[src/rtl/image_downsample2_pkg.sv]
`default_nettype none
// ============================================================================
// Module   : sift_img_pkg
// Purpose  : Shared types and helpers for the 2x image downsampler.
//            - ds_mode_t  : per-frame reduction mode (decimate / 2x2 average)
//            - ds_state_t : frame-activity state
//            - ds_addr_width() : output address width for a given input size
// Revision : 1.0 - initial release
// ============================================================================
package sift_img_pkg;

  typedef enum logic [0:0] {
    DS_DECIMATE = 1'b0,
    DS_AVERAGE  = 1'b1
  } ds_mode_t;

  typedef enum logic [0:0] {
    DS_IDLE   = 1'b0,
    DS_ACTIVE = 1'b1
  } ds_state_t;

  // Width needed to address a half-resolution image. Never returns zero so a
  // 2x2 input still yields a legal one-bit address bus.
  function automatic int ds_addr_width(input int in_width, input int in_height);
    int n;
    n = (in_width / 2) * (in_height / 2);
    return (n > 1) ? $clog2(n) : 1;
  endfunction

endpackage
`default_nettype wire

[src/rtl/image_downsample2_if.sv]
`default_nettype none
// ============================================================================
// Module   : image_downsample2_if
// Purpose  : Pixel stream bundle for image_downsample2.
// Ports    : data_in/data_x_in/data_y_in/data_valid_in/mode_in - input stream
//            data_out/data_addr_out/data_valid_out             - output stream
//            frame_done_out/error_out/busy_out                 - status
//            master : stream source / sink side (drives the *_in signals)
//            slave  : downsampler side (drives the *_out signals)
// Revision : 1.0 - initial release
// ============================================================================
interface image_downsample2_if #(
  parameter int BIT_DEPTH   = 8,
  parameter int COORD_WIDTH = 8,
  parameter int ADDR_WIDTH  = 12
);
  logic [BIT_DEPTH-1:0]   data_in;
  logic [COORD_WIDTH-1:0] data_x_in;
  logic [COORD_WIDTH-1:0] data_y_in;
  logic                   data_valid_in;
  logic                   mode_in;
  logic [BIT_DEPTH-1:0]   data_out;
  logic [ADDR_WIDTH-1:0]  data_addr_out;
  logic                   data_valid_out;
  logic                   frame_done_out;
  logic                   error_out;
  logic                   busy_out;

  modport master (
    output data_in, data_x_in, data_y_in, data_valid_in, mode_in,
    input  data_out, data_addr_out, data_valid_out, frame_done_out,
           error_out, busy_out
  );

  modport slave (
    input  data_in, data_x_in, data_y_in, data_valid_in, mode_in,
    output data_out, data_addr_out, data_valid_out, frame_done_out,
           error_out, busy_out
  );
endinterface
`default_nettype wire

[src/rtl/image_downsample2_linebuf.sv]
`default_nettype none
// ============================================================================
// Module   : ds_pair_linebuf
// Purpose  : Half-width line buffer holding horizontal pair sums of the
//            previous even row. One synchronous write port, one
//            combinational read port. Contents are not reset.
// Ports    : clk_i   - clock
//            we_i    - write enable
//            waddr_i - write entry index
//            wdata_i - pair sum to store
//            raddr_i - read entry index
//            rdata_o - stored pair sum (combinational)
// Revision : 1.0 - initial release
// ============================================================================
module ds_pair_linebuf #(
  parameter int DEPTH = 64,
  parameter int WIDTH = 9,
  parameter int AW    = (DEPTH > 1) ? $clog2(DEPTH) : 1
) (
  input  wire logic             clk_i,
  input  wire logic             we_i,
  input  wire logic [AW-1:0]    waddr_i,
  input  wire logic [WIDTH-1:0] wdata_i,
  input  wire logic [AW-1:0]    raddr_i,
  output logic      [WIDTH-1:0] rdata_o
);

  logic [WIDTH-1:0] mem_q [DEPTH];

  always_ff @(posedge clk_i) begin
    if (we_i) begin
      mem_q[waddr_i] <= wdata_i;
    end
  end

  assign rdata_o = mem_q[raddr_i];

endmodule
`default_nettype wire

[src/rtl/image_downsample2.sv]
`default_nettype none
// ============================================================================
// Module   : image_downsample2
// Purpose  : Reduces a raster-order pixel stream to half resolution, either by
//            keeping the top-left pixel of each 2x2 block or by rounding the
//            2x2 block average. Checks raster order (sticky error) and reports
//            frame activity.
// Config   : IMAGE_DOWNSAMPLE_AVG_EN - when defined, average mode and its line
//            buffer are built; otherwise mode_in is ignored (always decimate).
// Ports    : clk_in - clock
//            rst_in - synchronous active-high reset
//            bus    - image_downsample2_if.slave (pixel in, pixel out, status)
// Revision : 1.0 - initial release
// ============================================================================
module image_downsample2
  import sift_img_pkg::*;
#(
  parameter int BIT_DEPTH   = 8,
  parameter int IN_WIDTH    = 128,
  parameter int IN_HEIGHT   = 128,
  parameter int COORD_WIDTH = 8,
  parameter int ADDR_WIDTH  = ds_addr_width(IN_WIDTH, IN_HEIGHT)
) (
  input wire logic           clk_in,
  input wire logic           rst_in,
  image_downsample2_if.slave bus
);

  localparam logic [COORD_WIDTH-1:0] c_x_last = COORD_WIDTH'(IN_WIDTH - 1);
  localparam logic [COORD_WIDTH-1:0] c_y_last = COORD_WIDTH'(IN_HEIGHT - 1);
  localparam logic [COORD_WIDTH-1:0] c_x_pen  = COORD_WIDTH'(IN_WIDTH - 2);
  localparam logic [COORD_WIDTH-1:0] c_y_pen  = COORD_WIDTH'(IN_HEIGHT - 2);

  ds_state_t              state_q, state_d;
  ds_mode_t               mode_q;
  logic [COORD_WIDTH-1:0] ex_q, ex_d;
  logic [COORD_WIDTH-1:0] ey_q, ey_d;
  logic                   error_q;
  logic                   valid_q, valid_d;
  logic                   done_q, done_d;
  logic [BIT_DEPTH-1:0]   data_q, data_d;
  logic [ADDR_WIDTH-1:0]  addr_q;

  logic                   w_pix_origin;
  logic                   w_exp_origin;
  logic                   w_match;
  logic                   w_restart;
  logic                   w_accept;
  logic                   w_start;
  logic                   w_x_last;
  logic                   w_y_last;
  logic                   w_frame_end;
  logic                   w_err;
  ds_mode_t               w_mode_sel;
  ds_mode_t               w_mode_cur;
  logic [ADDR_WIDTH-1:0]  w_addr;
  logic                   w_busy;

  // --------------------------------------------------------------------------
  // Raster-order check and acceptance
  // --------------------------------------------------------------------------
  assign w_pix_origin = (bus.data_x_in == '0) && (bus.data_y_in == '0);
  assign w_exp_origin = (ex_q == '0) && (ey_q == '0);
  assign w_match      = bus.data_valid_in && (bus.data_x_in == ex_q) &&
                        (bus.data_y_in == ey_q);
  // A (0,0) pixel out of turn is taken as the start of a fresh frame.
  assign w_restart    = bus.data_valid_in && w_pix_origin && !w_exp_origin;
  assign w_accept     = w_match || w_restart;
  assign w_start      = w_accept && w_pix_origin;
  assign w_err        = bus.data_valid_in && !w_match;
  assign w_x_last     = (bus.data_x_in == c_x_last);
  assign w_y_last     = (bus.data_y_in == c_y_last);
  assign w_frame_end  = w_accept && w_x_last && w_y_last;

`ifdef IMAGE_DOWNSAMPLE_AVG_EN
  assign w_mode_sel = ds_mode_t'(bus.mode_in);
`else
  logic w_unused_mode;
  assign w_mode_sel    = DS_DECIMATE;
  assign w_unused_mode = bus.mode_in;
`endif

  // The frame's first pixel already obeys the mode being latched with it.
  assign w_mode_cur = w_start ? w_mode_sel : mode_q;

  // Accepted pixels always sit at (x, y) == the driven coordinates, so the
  // next expected position is derived from them (this also covers restarts).
  always_comb begin
    ex_d = ex_q;
    ey_d = ey_q;
    if (w_accept) begin
      if (w_x_last) begin
        ex_d = '0;
        ey_d = w_y_last ? '0 : bus.data_y_in + COORD_WIDTH'(1);
      end else begin
        ex_d = bus.data_x_in + COORD_WIDTH'(1);
        ey_d = bus.data_y_in;
      end
    end
  end

  assign w_addr = ADDR_WIDTH'(int'(bus.data_y_in >> 1) * (IN_WIDTH / 2) +
                              int'(bus.data_x_in >> 1));

  // --------------------------------------------------------------------------
  // Average path: pair sums of even rows are parked in the line buffer and
  // combined with the odd-row pair sum to form the 2x2 total.
  // --------------------------------------------------------------------------
`ifdef IMAGE_DOWNSAMPLE_AVG_EN
  localparam int c_lb_aw = (IN_WIDTH / 2 > 1) ? $clog2(IN_WIDTH / 2) : 1;

  logic [BIT_DEPTH-1:0] hold_q;
  logic [BIT_DEPTH:0]   w_pair;
  logic [BIT_DEPTH:0]   w_lb_rd;
  logic [BIT_DEPTH+1:0] w_total;
  logic [BIT_DEPTH-1:0] w_avg;
  logic                 w_lb_we;
  logic [c_lb_aw-1:0]   w_lb_idx;

  always_ff @(posedge clk_in) begin
    if (rst_in) begin
      hold_q <= '0;
    end else if (w_accept && !bus.data_x_in[0]) begin
      hold_q <= bus.data_in;
    end
  end

  assign w_pair   = {1'b0, hold_q} + {1'b0, bus.data_in};
  assign w_total  = {1'b0, w_pair} + {1'b0, w_lb_rd};
  // Max total is 4*(2^B-1); adding 2 stays below 2^(B+2), so no carry out.
  assign w_avg    = BIT_DEPTH'((w_total + (BIT_DEPTH + 2)'(2)) >> 2);
  assign w_lb_idx = c_lb_aw'(bus.data_x_in >> 1);
  assign w_lb_we  = w_accept && bus.data_x_in[0] && !bus.data_y_in[0] &&
                    (w_mode_cur == DS_AVERAGE);

  ds_pair_linebuf #(
    .DEPTH (IN_WIDTH / 2),
    .WIDTH (BIT_DEPTH + 1),
    .AW    (c_lb_aw)
  ) u_linebuf (
    .clk_i   (clk_in),
    .we_i    (w_lb_we),
    .waddr_i (w_lb_idx),
    .wdata_i (w_pair),
    .raddr_i (w_lb_idx),
    .rdata_o (w_lb_rd)
  );
`endif

  // --------------------------------------------------------------------------
  // Output selection
  // --------------------------------------------------------------------------
  always_comb begin
    valid_d = 1'b0;
    done_d  = 1'b0;
    data_d  = bus.data_in;
    if (w_mode_cur == DS_DECIMATE) begin
      valid_d = w_accept && !bus.data_x_in[0] && !bus.data_y_in[0];
      done_d  = valid_d && (bus.data_x_in == c_x_pen) &&
                (bus.data_y_in == c_y_pen);
    end
`ifdef IMAGE_DOWNSAMPLE_AVG_EN
    else begin
      valid_d = w_accept && bus.data_x_in[0] && bus.data_y_in[0];
      done_d  = w_frame_end;
      data_d  = w_avg;
    end
`endif
  end

  always_ff @(posedge clk_in) begin
    if (rst_in) begin
      mode_q  <= DS_DECIMATE;
      ex_q    <= '0;
      ey_q    <= '0;
      error_q <= 1'b0;
      valid_q <= 1'b0;
      done_q  <= 1'b0;
      data_q  <= '0;
      addr_q  <= '0;
    end else begin
      if (w_start) begin
        mode_q <= w_mode_sel;
      end
      ex_q    <= ex_d;
      ey_q    <= ey_d;
      error_q <= error_q | w_err;
      valid_q <= valid_d;
      done_q  <= done_d;
      if (valid_d) begin
        data_q <= data_d;
        addr_q <= w_addr;
      end
    end
  end

  // --------------------------------------------------------------------------
  // Frame activity FSM
  // --------------------------------------------------------------------------
  always_ff @(posedge clk_in) begin
    if (rst_in) begin
      state_q <= DS_IDLE;
    end else begin
      state_q <= state_d;
    end
  end

  always_comb begin
    state_d = state_q;
    if (w_start) begin
      state_d = DS_ACTIVE;
    end else if ((state_q == DS_ACTIVE) && w_frame_end) begin
      state_d = DS_IDLE;
    end
  end

  // In average mode the FSM is already idle while the last output is shown;
  // the frame-done pulse keeps busy asserted through that cycle.
  always_comb begin
    w_busy = 1'b0;
    if ((state_q == DS_ACTIVE) || done_q) begin
      w_busy = 1'b1;
    end
  end

  assign bus.data_out       = data_q;
  assign bus.data_addr_out  = addr_q;
  assign bus.data_valid_out = valid_q;
  assign bus.frame_done_out = done_q;
  assign bus.error_out      = error_q;
  assign bus.busy_out       = w_busy;

endmodule
`default_nettype wire

[src/flat_wrapper.sv]
// flat-port wrapper written by rule: the top's interface ports become plain ports
module image_downsample2_flat import sift_img_pkg::*;
#(
  parameter int BIT_DEPTH   = 8,
  parameter int IN_WIDTH    = 128,
  parameter int IN_HEIGHT   = 128,
  parameter int COORD_WIDTH = 8,
  parameter int ADDR_WIDTH  = ds_addr_width(IN_WIDTH, IN_HEIGHT)
)
  (clk_in, rst_in, bus_data_in, bus_data_x_in, bus_data_y_in, bus_data_valid_in, bus_mode_in, bus_data_out, bus_data_addr_out, bus_data_valid_out, bus_frame_done_out, bus_error_out, bus_busy_out);
  image_downsample2_if #(.BIT_DEPTH(BIT_DEPTH), .COORD_WIDTH(COORD_WIDTH), .ADDR_WIDTH(ADDR_WIDTH)) bus_i ();
  input wire logic clk_in;
  input wire logic rst_in;
  input wire logic [$bits(bus_i.data_in)-1:0] bus_data_in;
  input wire logic [$bits(bus_i.data_x_in)-1:0] bus_data_x_in;
  input wire logic [$bits(bus_i.data_y_in)-1:0] bus_data_y_in;
  input wire logic [$bits(bus_i.data_valid_in)-1:0] bus_data_valid_in;
  input wire logic [$bits(bus_i.mode_in)-1:0] bus_mode_in;
  output wire logic [$bits(bus_i.data_out)-1:0] bus_data_out;
  output wire logic [$bits(bus_i.data_addr_out)-1:0] bus_data_addr_out;
  output wire logic [$bits(bus_i.data_valid_out)-1:0] bus_data_valid_out;
  output wire logic [$bits(bus_i.frame_done_out)-1:0] bus_frame_done_out;
  output wire logic [$bits(bus_i.error_out)-1:0] bus_error_out;
  output wire logic [$bits(bus_i.busy_out)-1:0] bus_busy_out;
  assign bus_i.data_in = bus_data_in;
  assign bus_i.data_x_in = bus_data_x_in;
  assign bus_i.data_y_in = bus_data_y_in;
  assign bus_i.data_valid_in = bus_data_valid_in;
  assign bus_i.mode_in = bus_mode_in;
  assign bus_data_out = bus_i.data_out;
  assign bus_data_addr_out = bus_i.data_addr_out;
  assign bus_data_valid_out = bus_i.data_valid_out;
  assign bus_frame_done_out = bus_i.frame_done_out;
  assign bus_error_out = bus_i.error_out;
  assign bus_busy_out = bus_i.busy_out;
  image_downsample2 #(.BIT_DEPTH(BIT_DEPTH), .IN_WIDTH(IN_WIDTH), .IN_HEIGHT(IN_HEIGHT), .COORD_WIDTH(COORD_WIDTH), .ADDR_WIDTH(ADDR_WIDTH)) u_core (.clk_in(clk_in), .rst_in(rst_in), .bus(bus_i));
endmodule
[config.mk]
export PLATFORM = sky130hd
export DESIGN_NAME = image_downsample2_flat
export DESIGN_NICKNAME = d
export VERILOG_FILES = /design/src/rtl/image_downsample2_pkg.sv /design/src/rtl/image_downsample2_if.sv /design/src/rtl/image_downsample2_linebuf.sv /design/src/rtl/image_downsample2.sv /design/src/flat_wrapper.sv
export SDC_FILE = /design/constraint.sdc
export NUM_CORES = 1
export LEC_CHECK = 0
export CAP_MARGIN = 10
export CORE_ASPECT_RATIO = 0.6
export CORE_MARGIN = 8
export CORE_UTILIZATION = 47
export CTS_BUF_LIST = sky130_fd_sc_hd__clkbuf_8 sky130_fd_sc_hd__clkbuf_16
export DETAILED_ROUTE_END_ITERATION = 7
export PLACE_DENSITY = 0.85
export SYNTH_ARGS = -nofsm -noshare
export SYNTH_HDL_FRONTEND = slang
export SYNTH_SLANG_ARGS = --single-unit
[constraint.sdc]
create_clock -name clk_in -period 2.66 [get_ports clk_in]
set_clock_uncertainty 0.05 [all_clocks]
set_input_delay 0.532 -clock clk_in [delete_from_list [all_inputs] [get_ports clk_in]]
set_output_delay 0.532 -clock clk_in [all_outputs]
set_load 0.01 [all_outputs]
# ---- Word level (Yosys, flattened, before mapping)
# Index checks and enable logic that the tools add are counted.
dict set report word_totals {
  out_inout_bits 24
  elab_cells 54
  register_bits 41
  input_bits 28
}
dict set report classes {
  eq_ne 6
  n_mux 8
  reduce_logical 27
  addsub 3
  bitwise_logic 1
}
# operator count
set ops {}
lappend ops {{8-bit by 7-bit equality test with 1-bit output (second input constant)} 4}
lappend ops {{8-bit zero test} 4}
lappend ops {{8-bit two-way mux} 3}
lappend ops {{8-bit by 1-bit adder with 8-bit output (second input constant)} 2}
lappend ops {{8-bit equality test} 2}
lappend ops {{1-bit logical AND} 15}
lappend ops {{12-bit by 7-bit adder with 12-bit output} 1}
lappend ops {{1-bit two-way mux} 5}
lappend ops {{1-bit zero test} 4}
lappend ops {{1-bit logical OR} 2}
lappend ops {{2-bit nonzero test} 1}
lappend ops {{2-bit OR reduction} 1}
lappend ops {{1-bit OR} 1}

# ---- Depth between registers and ports, before layout
# Gate-level depths: netlist of run 1.
dict set report depth {
  depth_word 10
  mapped_depth 9
}

# ---- Worst setup path before layout of run 1
# OpenSTA, ideal clock, no wires.
dict set report synth_timing {
  path_kind {in2reg}
  start {in bus_data_x_in[0]}
  end {reg u_core.ex_q[0]}
  setup_slack_ns 0.114
  n_path_buf 2
  t_arrival_ns 2.375
  cell_stages 9
  path_cell_list {clkbuf_1 inv_1 ha_1 nor4b_2 and4_1 and3_1 buf_2 a21oi_2 mux2_2}
}
dict set report synth_via {
  elab_chain_len 5
  word_cells_on_any_way 11
  classes_between {add/sub (1); eq/ne (2); mux (1); reduce/logical (7)}
}
# item line
set synth_lines {}
lappend synth_lines {{start: declaration} flat_wrapper.sv:15} ;# input wire logic [$bits(bus_i.data_x_in)-1:0] bus_data_x_in;
lappend synth_lines {{branches (longest 5 deep; another with 8-bit by 1-bit adder with 8-bit output)} -}
lappend synth_lines {{end signal: assignment} image_downsample2.sv:174} ;# ex_q <= '0;
lappend synth_lines {{end signal: assignment} image_downsample2.sv:185} ;# ex_q <= ex_d;
lappend synth_lines {{end: declaration} image_downsample2.sv:36} ;# logic [COORD_WIDTH-1:0] ex_q, ex_d;
# Parallel ways; which one is timed is not known.
# A chain may end at the register's enable or synchronous reset.

# ---- Worst setup path in the final report of run 1
dict set report layout_timing {
  start {in bus_data_x_in[6]}
  end {reg u_core.addr_q[7], in the netlist u_core.bus.data_addr_out[7]}
}
dict set report layout_via {
  elab_chain_len 8
  word_cells_on_any_way 14
  classes_between {add/sub (1); eq/ne (1); mux (2); reduce/logical (10)}
}
# item line
set layout_lines {}
lappend layout_lines {{8-bit zero test} image_downsample2.sv:62} ;# assign w_pix_origin = (bus.data_x_in == '0) && (bus.data_y_in == '0);
lappend layout_lines {{1-bit logical AND} image_downsample2.sv:62}
lappend layout_lines {{1-bit logical AND (2 in a row)} image_downsample2.sv:67} ;# assign w_restart = bus.data_valid_in && w_pix_origin && !w_exp_origin;
lappend layout_lines {{1-bit logical OR} image_downsample2.sv:68} ;# assign w_accept = w_match || w_restart;
lappend layout_lines {{1-bit logical AND (on tied branches)} -}
lappend layout_lines {{1-bit two-way mux or 1-bit logical AND (tied branches)} -}
lappend layout_lines {{1-bit two-way mux} -}
lappend layout_lines {{end signal: assignment} image_downsample2.sv:192} ;# addr_q <= w_addr;
lappend layout_lines {{end: declaration} image_downsample2.sv:42} ;# logic [ADDR_WIDTH-1:0] addr_q;
# Several ways; a longest one is shown, not always the timed one.

==> impl_metrics.yaml, run 1 <==
run_status:
  run_status: "complete, but fails checks"
  violated_checks: "setup timing"
timing:
  worstMarginPinSlew_ns: 0.500
  hold_ws_ns: 0.406
  slew_headroom_pct: 65.8
  period_share_pct: 100
  fmax_mhz: 374
  finalWorstSetupSlack_ns: -0.0114
  timing.final.crit_period_ns: 2.67
  report.final.slew_viol_count: 0
  setup_violators_final: 7
  hold_violations: 0
hold_path:
  worst_hold_path_endpoint: "u_core.bus.data_addr_out[9]$_SDFFE_PP0P_"
  min_delay_path_depth: 2
  worstHoldStart: "u_core.bus.data_addr_out[9]$_SDFFE_PP0P_"
  hold_class: "reg2reg"
floorplan:
  number_of_standard_cell_rows_in_the_floorplan: 21
  num_io_pins: 52
  die_area_mm2: 0.00844
  chipHeight_um: 74.4
  initial_utilization_pct: 48.3
  core_area_mm2: 0.00554
  fp.dieW_um: 113
routing:
  drt-pass1-iter-count: 5
  routed_wl_um: 8320
  dr.first_iter.drc_count: 209
  wl_per_cell_um: 18.2
  drt.antenna.violating_nets: 0
  detail_routed_via_count_per_cell: 5.61
  route.vias.total: 2557
  remaining_drc_errors: 0
critical_path:
  regToRegStartpoint: "u_core.ey_q[1]$_SDFFE_PP0N_"
  critPathCaptureType: "register"
  timing.setup.critical_path_class: "in2reg"
  worst_setup_path_start_kind: "input port"
  crit_buf_inv: 2
  critical_path.reg2reg.endpoint: "u_core.bus.data_addr_out[7]$_SDFFE_PP0P_"
  timing.reg2reg.worst_path_depth: 6
  crit_family: "buffers and inverters"
  worst_ep_arrival_time_ns: 2.85
  data_required_critical_path_ns: 2.84
  cpMaxStageDelayCell: "sky130_fd_sc_hd__clkdlybuf4s50_1"
  critical_path.cell_chain: "clkdlybuf4s50_1, nor4_2, nand4_1, a211o_4, a211oi_4, clkbuf_16, mux2i_1"
  worst-r2r-setup-slack_ns: 0.44
  critPathMaxFanout: 8
  cpPeakStageDelay_ns: 0.52
logic_synthesis:
  synth_area_mm2: 0.00268
  async_reset_ff_share_pct: 0
  main_area_contributors_after_synthesis: "sky130_fd_sc_hd__dfxtp_1, sky130_fd_sc_hd__nand2b_1, sky130_fd_sc_hd__mux2i_1"
  most_instantiated_flip_flop_cell_in_the_synthesis_netlist: "sky130_fd_sc_hd__dfxtp_1"
  yosysWarningCount: 0
  synth-edff-count: 0
  synth_cell_type_count: 49
  yosysSeqAreaShare_pct: 30.7
  yosys.area.top_type: "sky130_fd_sc_hd__dfxtp_1"
  ys_seq_elements: 41
  netlist_instances: 294
  post_synth.cell_area_avg_um2: 9.10
  syn-num-nets: 330
  yosys.area.top_type_share_pct: 30.7
place:
  gp_congestion: 1.00
  dp_hpwl_um: 6260
  place.port_buffers: 50
  pre_cts_ws_ns: -0.377
cts:
  cts_tree: "done"
  cts-hold-fix-buffers: 0
  cts_made_buffers: 5
  clock_sinks: 41
  clk_transition_reported_paths_ns: 0.08
  insertion_delay_ns: 0.30
  ctsRootBufferMaster: "sky130_fd_sc_hd__clkbuf_8"
  cts.htree.levels: 2
  clock_path_buffers: 2
power:
  power_dissipated_by_switching_net_loads_uw: 332
  p_sw_share_pct: 24.4
  powerDensity_mw_per_mm2: 363
  ir_worst_vdd_mv: 0.209
  p_seq_share_pct: 45.1
  internal_power_mw: 1.03
  combinationalPowerShare_pct: 16.6
  p_leak_nw: 1.44
  report.power.total_mw: 1.36
  pwr-share-clk_pct: 38.3
cells_and_area:
  layout_commonest_cell: "sky130_fd_sc_hd__buf_4"
  n_antenna_cell: 0
  post_route_cells_drive_above_1_share_pct: 20.7
  areaGrowthSynthToFinish_pct: 40.2
  most_frequent_cells_in_the_layout: "sky130_fd_sc_hd__buf_4, sky130_fd_sc_hd__clkdlybuf4s50_1, sky130_fd_sc_hd__dfxtp_1"
  utilization_pct: 67.7
  fillerInstances: 430
  num-nets-final: 411
grt:
  globalRouteTotalUtil_pct: 19.4
  antenna_found_initial: 0
  grt_pass1_wl_um: 13000
  groute.layer.met2.usage_pct: 30.8
  global_route.peak_usage_layer: "met2"
  met3_usage_pct: 7.70
  gr-total-overflow: 0
  met1_usage_in_global_routing_pct: 24.7
  grt_pass1_vias: 2574
  largest_net_degree_at_the_start_of_global_routing: 65
flow_run:
  cap_viol_max_count: 0
[worst register-to-register path, stage by stage (launching register included)]
cell                        delay [ns]
sky130_fd_sc_hd__dfxtp_1          0.43
sky130_fd_sc_hd__xnor2_2          0.16
sky130_fd_sc_hd__nand2_1          0.14
sky130_fd_sc_hd__or4_4            0.58
sky130_fd_sc_hd__a211oi_4         0.38
sky130_fd_sc_hd__clkbuf_16        0.25
sky130_fd_sc_hd__mux2i_1          0.17
[power groups by stage]
stage	sequential (mW)	clock (mW)	combinational [mW]
2_1_floorplan	0.630	0	0.107
3_3_place_gp	0.629	0	0.211
3_5_place_dp	0.629	0	0.216
4_1_cts	0.615	0.524	0.219
5_1_grt	0.615	0.553	0.241
6_report	0.615	0.522	0.227
[how the worst max path moves through the flow]
stage / startpoint / end / cells after the start
floorplan: bus_data_x_in[0] / u_core.ex_q[0]$_SDFFE_PP0N_ / 9
global placement: bus_data_y_in[5] / u_core.bus.data_addr_out[6]$_SDFFE_PP0P_ / 7
detailed placement: bus_data_x_in[3] / u_core.bus.data_addr_out[6]$_SDFFE_PP0P_ / 7
CTS: bus_data_x_in[0] / u_core.bus.data_addr_out[6]$_SDFFE_PP0P_ / 9
global route: bus_data_x_in[6] / u_core.bus.data_addr_out[6]$_SDFFE_PP0P_ / 7
finish: bus_data_x_in[6] / u_core.bus.data_addr_out[7]$_SDFFE_PP0P_ / 7
[cell usage after synthesis, types with 2 or more instances]
| cell | count |
|---|---|
| sky130_fd_sc_hd__a211oi_1 | 20 |
| sky130_fd_sc_hd__xnor2_1 | 18 |
| sky130_fd_sc_hd__a211o_1 | 2 |
| sky130_fd_sc_hd__and3_1 | 6 |
| sky130_fd_sc_hd__nand2b_1 | 38 |
| sky130_fd_sc_hd__ha_1 | 8 |
| sky130_fd_sc_hd__nand3_1 | 8 |
| sky130_fd_sc_hd__a2111oi_0 | 4 |
| sky130_fd_sc_hd__a311oi_1 | 2 |
| sky130_fd_sc_hd__and4_1 | 3 |
| sky130_fd_sc_hd__nor4b_2 | 2 |
| sky130_fd_sc_hd__inv_1 | 9 |
| sky130_fd_sc_hd__xor2_1 | 8 |
| sky130_fd_sc_hd__buf_6 | 3 |
| sky130_fd_sc_hd__nand2_1 | 10 |
| sky130_fd_sc_hd__dfxtp_1 | 41 |
| sky130_fd_sc_hd__nor2b_1 | 5 |
| sky130_fd_sc_hd__nor2_1 | 6 |
| sky130_fd_sc_hd__nand4_1 | 13 |
| sky130_fd_sc_hd__or2_2 | 2 |
| sky130_fd_sc_hd__mux2i_1 | 20 |
| sky130_fd_sc_hd__nand3b_1 | 2 |
| sky130_fd_sc_hd__a21oi_1 | 3 |
| sky130_fd_sc_hd__clkbuf_1 | 14 |
| sky130_fd_sc_hd__mux2_2 | 4 |
| sky130_fd_sc_hd__nor4_1 | 8 |
| sky130_fd_sc_hd__o31ai_1 | 2 |
| sky130_fd_sc_hd__buf_2 | 6 |
| sky130_fd_sc_hd__xnor2_2 | 2 |
| sky130_fd_sc_hd__nor3_1 | 4 |
| sky130_fd_sc_hd__or4_1 | 3 |
[sequential cells by signal, indices dropped and copies added (netlist names)]
name,cells
u_core.bus.data_addr_out,12
u_core.bus.data_out,8
u_core.ex_q,8
u_core.ey_q,8
u_core.bus.data_valid_out,1
u_core.bus.error_out,1
u_core.bus.frame_done_out,1
u_core.mode_q,1
u_core.state_q,1
[kinds of logic (layout without fill, tap and decap cells)]
group                      Yosys count  count (layout)  share of synthesized area (%)
and+or+nand+nor                    116             116                           26.6
AOI/OAI and AO/OA                   42              42                           12.6
DFF                                 41              41                           30.7
buffers and inverters               34             116                           6.45
xor gates and xnor gates            29              29                           10.8
muxes                               24              24                           9.17
adders and majority gates            8               8                           3.74
[routing by layer]
metal  vias up  part of all wire [%]  wire (um)
li1       1222                     -          -
met1      1206                    44       3690
met2       122                    44       3640
met3         7                    11        921
met4         0                  0.71         59
met5         -                     0          0
[final cells by class]
| class | count | area, um^2 | area share, % |
|---|---|---|---|
| clock buffers | 6 | 82.6 | 2.20 |
| clock inverters | 2 | 33.8 | 0.901 |
| inverters | 9 | 33.8 | 0.901 |
| multi-input cells | 219 | 1740 | 46.4 |
| flip-flops and latches | 41 | 821 | 21.9 |
| well taps | 80 | 100 | 2.67 |
| repair buffers | 99 | 940 | 25.1 |
[through the flow]
stage / cell area (um^2) / instances / setup TNS (ns)
after floorplan: 2680 / 294 / 0
after global routing: 3750 / 456 / -0.391
after detailed placement: 3530 / 446 / -8.48
after global placement: 3530 / 446 / -5.71
final: 3750 / 456 / -0.0343
after CTS: 3660 / 454 / 0
[timing repair]
| item | 4_1_cts | 5_1_grt |
|---|---|---|
| endpoints found under the setup margin | 17 | 20 |
| pin swaps | 0 | 4 |
| cloned | 0 | 1 |
| gates resized for setup | 5 | 15 |
| setup buffers | 0 | 1 |
No activity file was read; power rests on OpenSTA's default activity.
==> inputs of run 2 (changes only) <==
--- a/config.mk
+++ b/config.mk
@@ -5,6 +5,7 @@
 export SDC_FILE = /design/constraint.sdc
 export NUM_CORES = 1
 export LEC_CHECK = 0
+export ABC_AREA = 1
 export CAP_MARGIN = 10
 export CORE_ASPECT_RATIO = 0.6
 export CORE_MARGIN = 8
==> impl_metrics.yaml, run 2 <==
routing:
  routed_wl_um: 9690
  dr.first_iter.drc_count: 351
  remaining_drc_errors: 0
  drt.antenna.violating_nets: 0
  route.vias.total: 3383
  drt-pass1-iter-count: 5
  wl_per_cell_um: 15.6
  detail_routed_via_count_per_cell: 5.43
grt:
  grt_pass1_vias: 3061
  largest_net_degree_at_the_start_of_global_routing: 26
  antenna_found_initial: 0
  grt_pass1_wl_um: 15100
  globalRouteTotalUtil_pct: 22.4
  gr-total-overflow: 0
cells_and_area:
  layout_commonest_cell: "sky130_fd_sc_hd__nand2_1"
  utilization_pct: 69.2
  num-nets-final: 578
  number_of_standard_cells_in_the_layout_taps_in_and_fillers_out: 623
  largest_register_ffs: 12
  most_frequent_cells_in_the_layout: "sky130_fd_sc_hd__nand2_1, sky130_fd_sc_hd__nor2_1, sky130_fd_sc_hd__buf_4"
  areaGrowthSynthToFinish_pct: 41.6
  fillerInstances: 477
  n_antenna_cell: 0
  post_route_cells_drive_above_1_share_pct: 16.4
  final_cell_area_mm2: 0.00389
floorplan:
  die_area_mm2: 0.00864
  core_area_mm2: 0.00562
  initial_utilization_pct: 48.9
  num_io_pins: 52
  chipHeight_um: 75.3
  fp.dieW_um: 115
  number_of_standard_cell_rows_in_the_floorplan: 21
cts:
  clk_transition_reported_paths_ns: 0.09
  cts-hold-fix-buffers: 0
  cts_tree: "done"
  clock_path_buffers: 2
  clock_sinks: 41
  cts_made_buffers: 5
  insertion_delay_ns: 0.31
  ctsRootBufferMaster: "sky130_fd_sc_hd__clkbuf_8"
  cts.htree.levels: 2
logic_synthesis:
  yosysWarningCount: 0
  yosysSeqAreaShare_pct: 29.8
  syn-num-nets: 477
  yosys.area.top_type: "sky130_fd_sc_hd__dfxtp_1"
  async_reset_ff_share_pct: 0
  yosys.area.top_type_share_pct: 29.8
  synth-edff-count: 0
  netlist_top_cells_count: "sky130_fd_sc_hd__nand2_1, sky130_fd_sc_hd__nor2_1, sky130_fd_sc_hd__nand3_1, sky130_fd_sc_hd__inv_1, sky130_fd_sc_hd__dfxtp_1"
  post_synth.cell_area_avg_um2: 6.24
  post-synth-top-count-cell: "sky130_fd_sc_hd__nand2_1"
  ys_seq_elements: 41
  most_instantiated_flip_flop_cell_in_the_synthesis_netlist: "sky130_fd_sc_hd__dfxtp_1"
  netlist_instances: 441
  synth_area_mm2: 0.00275
  synth_cell_type_count: 33
  main_area_contributors_after_synthesis: "sky130_fd_sc_hd__dfxtp_1, sky130_fd_sc_hd__nand2_1, sky130_fd_sc_hd__nor2_1"
power:
  p_leak_nw: 1.78
  powerDensity_mw_per_mm2: 358
  ir_worst_vdd_mv: 0.230
  report.power.total_mw: 1.39
  internal_power_mw: 1.03
  pwr-share-clk_pct: 39.0
  power_dissipated_by_switching_net_loads_uw: 364
  p_seq_share_pct: 44.1
  combinationalPowerShare_pct: 16.9
  p_sw_share_pct: 26.1
place:
  gp_congestion: 0.943
  dp.cells: 613
  place.port_buffers: 50
  pre_cts_ws_ns: -0.207
  dpl_cell_area_mm2: 0.00371
  dp_hpwl_um: 7470
critical_path:
  timing.reg2reg.worst_path_depth: 14
  critical_path.endpoint: "u_core.bus.data_addr_out[11]$_SDFFE_PP0P_"
  worst_ep_arrival_time_ns: 2.68
  cp-startpoint: "bus_data_y_in[3]"
  critical_path.reg2reg.endpoint: "u_core.bus.data_addr_out[11]$_SDFFE_PP0P_"
  critPathCaptureType: "register"
  worst-r2r-setup-slack_ns: 0.59
  regToRegStartpoint: "u_core.ey_q[5]$_SDFFE_PP0N_"
  timing.setup.critical_path_class: "in2reg"
  worst_setup_path_start_kind: "input port"
  data_required_critical_path_ns: 2.81
  critPathMaxFanout: 12
timing:
  finalWorstSetupSlack_ns: 0.129
  timing.final.crit_period_ns: 2.53
  setup_violators_final: 0
  report.final.slew_viol_count: 0
  slew_headroom_pct: 79.1
  worstMarginPinSlew_ns: 0.313
  timing.setup.tns_ns: 0
  period_share_pct: 95.2
  hold_violations: 0
  hold_ws_ns: 0.427
  fmax_mhz: 395
flow_run:
  cap_viol_max_count: 0
hold_path:
  hold_class: "reg2reg"
run_status:
  run_status: "finished, final reports clean"
-- run 2: changes by cell type after synthesis, moves of 7 or more --
cell / previous run / this run
sky130_fd_sc_hd__a21oi_1: 3 / 32
sky130_fd_sc_hd__inv_1: 9 / 48
sky130_fd_sc_hd__mux2i_1: 20 / 0
sky130_fd_sc_hd__xnor2_1: 18 / 4
sky130_fd_sc_hd__clkbuf_1: 14 / 2
sky130_fd_sc_hd__o21ai_0: 1 / 17
sky130_fd_sc_hd__nand2_1: 10 / 103
sky130_fd_sc_hd__nand3_1: 8 / 49
sky130_fd_sc_hd__a211oi_1: 20 / 3
sky130_fd_sc_hd__nor2_1: 6 / 67
sky130_fd_sc_hd__nand2b_1: 38 / 0
sky130_fd_sc_hd__nor4_1: 8 / 1
-- run 2: per-layer routing --
metal	up-vias	part of all wire (%)	GRT usage, %
li1	1617	-	-
met1	1559	44	29.9
met2	182	43	34.4
met3	25	12	6.41
met4	0	1.5	6.65
met5	-	0	0
-- run 2: how the worst min path moves through the flow --
stage | endpoint | depth (start not counted) | slack (ns) | start
floorplan | u_core.state_q$_SDFFE_PP0P_ | 2 | 0.39 | u_core.state_q$_SDFFE_PP0P_
finish | u_core.bus.error_out$_SDFF_PP0_ | 2 | 0.43 | u_core.bus.error_out$_SDFF_PP0_
global placement | u_core.bus.error_out$_SDFF_PP0_ | 2 | 0.40 | u_core.bus.error_out$_SDFF_PP0_
detailed placement | u_core.bus.error_out$_SDFF_PP0_ | 2 | 0.41 | u_core.bus.error_out$_SDFF_PP0_
CTS | u_core.bus.error_out$_SDFF_PP0_ | 2 | 0.43 | u_core.bus.error_out$_SDFF_PP0_
global route | u_core.bus.data_addr_out[2]$_SDFFE_PP0P_ | 2 | 0.47 | u_core.bus.data_addr_out[2]$_SDFFE_PP0P_
-- run 2: kinds of logic (layout without fill, tap and decap cells) --
group / after synthesis / count (layout) / share of synthesized area, %
simple gates: 251 / 251 / 39.7
buf+inv: 72 / 174 / 11.8
xor+xnor: 12 / 12 / 3.82
fa+ha+maj: 8 / 8 / 3.64
flops: 41 / 41 / 29.8
compound gates: 57 / 57 / 11.2
-- run 2: worst max-delay path, cell delays in order --
cell and delay (ns):
sky130_fd_sc_hd__clkdlybuf4s50_1 0.65, sky130_fd_sc_hd__inv_2 0.07, sky130_fd_sc_hd__nand2_2 0.07, sky130_fd_sc_hd__nand2_1 0.05, sky130_fd_sc_hd__nor2_1 0.09, sky130_fd_sc_hd__nand2_1 0.07, sky130_fd_sc_hd__nor2_1 0.19, sky130_fd_sc_hd__nand3_2 0.14
sky130_fd_sc_hd__nand2_2 0.10, sky130_fd_sc_hd__nand2_1 0.09, sky130_fd_sc_hd__nor2_4 0.22, sky130_fd_sc_hd__buf_8 0.17, sky130_fd_sc_hd__nand3_1 0.10, sky130_fd_sc_hd__nand2_1 0.09, sky130_fd_sc_hd__nor2_1 0.04
-- run 2: repair_timing --
item                                    4_1_cts  5_1_grt
buffers inserted                              0        1
resized for setup                             0        8
endpoints found under the hold margin         0        0
endpoints found under the setup margin        0       22
-- run 2: area by class of cell --
cell class	instances	area [um^2]	share of cell area [%]
clock buffer	6	82.6	2.12
clock inverter	2	37.5	0.964
inverter	53	199	5.11
multi-input combinational	328	1620	41.7
sequential	41	821	21.1
tap	80	100	2.57
timing repair buffer	113	1030	26.5
-- run 2: power groups by stage --
stage	Clock (mW)	Combinational (mW)	Sequential, mW
global route	0.573	0.254	0.615
floorplan	0	0.0991	0.630
global placement	0	0.222	0.629
detailed placement	0	0.226	0.629
finish	0.544	0.236	0.615
CTS	0.542	0.229	0.615
==> inputs of run 3 (changes only) <==
--- a/config.mk
+++ b/config.mk
@@ -16,3 +16,4 @@
 export SYNTH_ARGS = -nofsm -noshare
 export SYNTH_HDL_FRONTEND = slang
 export SYNTH_SLANG_ARGS = --single-unit
+export TNS_END_PERCENT = 1
==> results of run 3 <==
No change in the layout: final DEF, timing and power equal those of run 2.
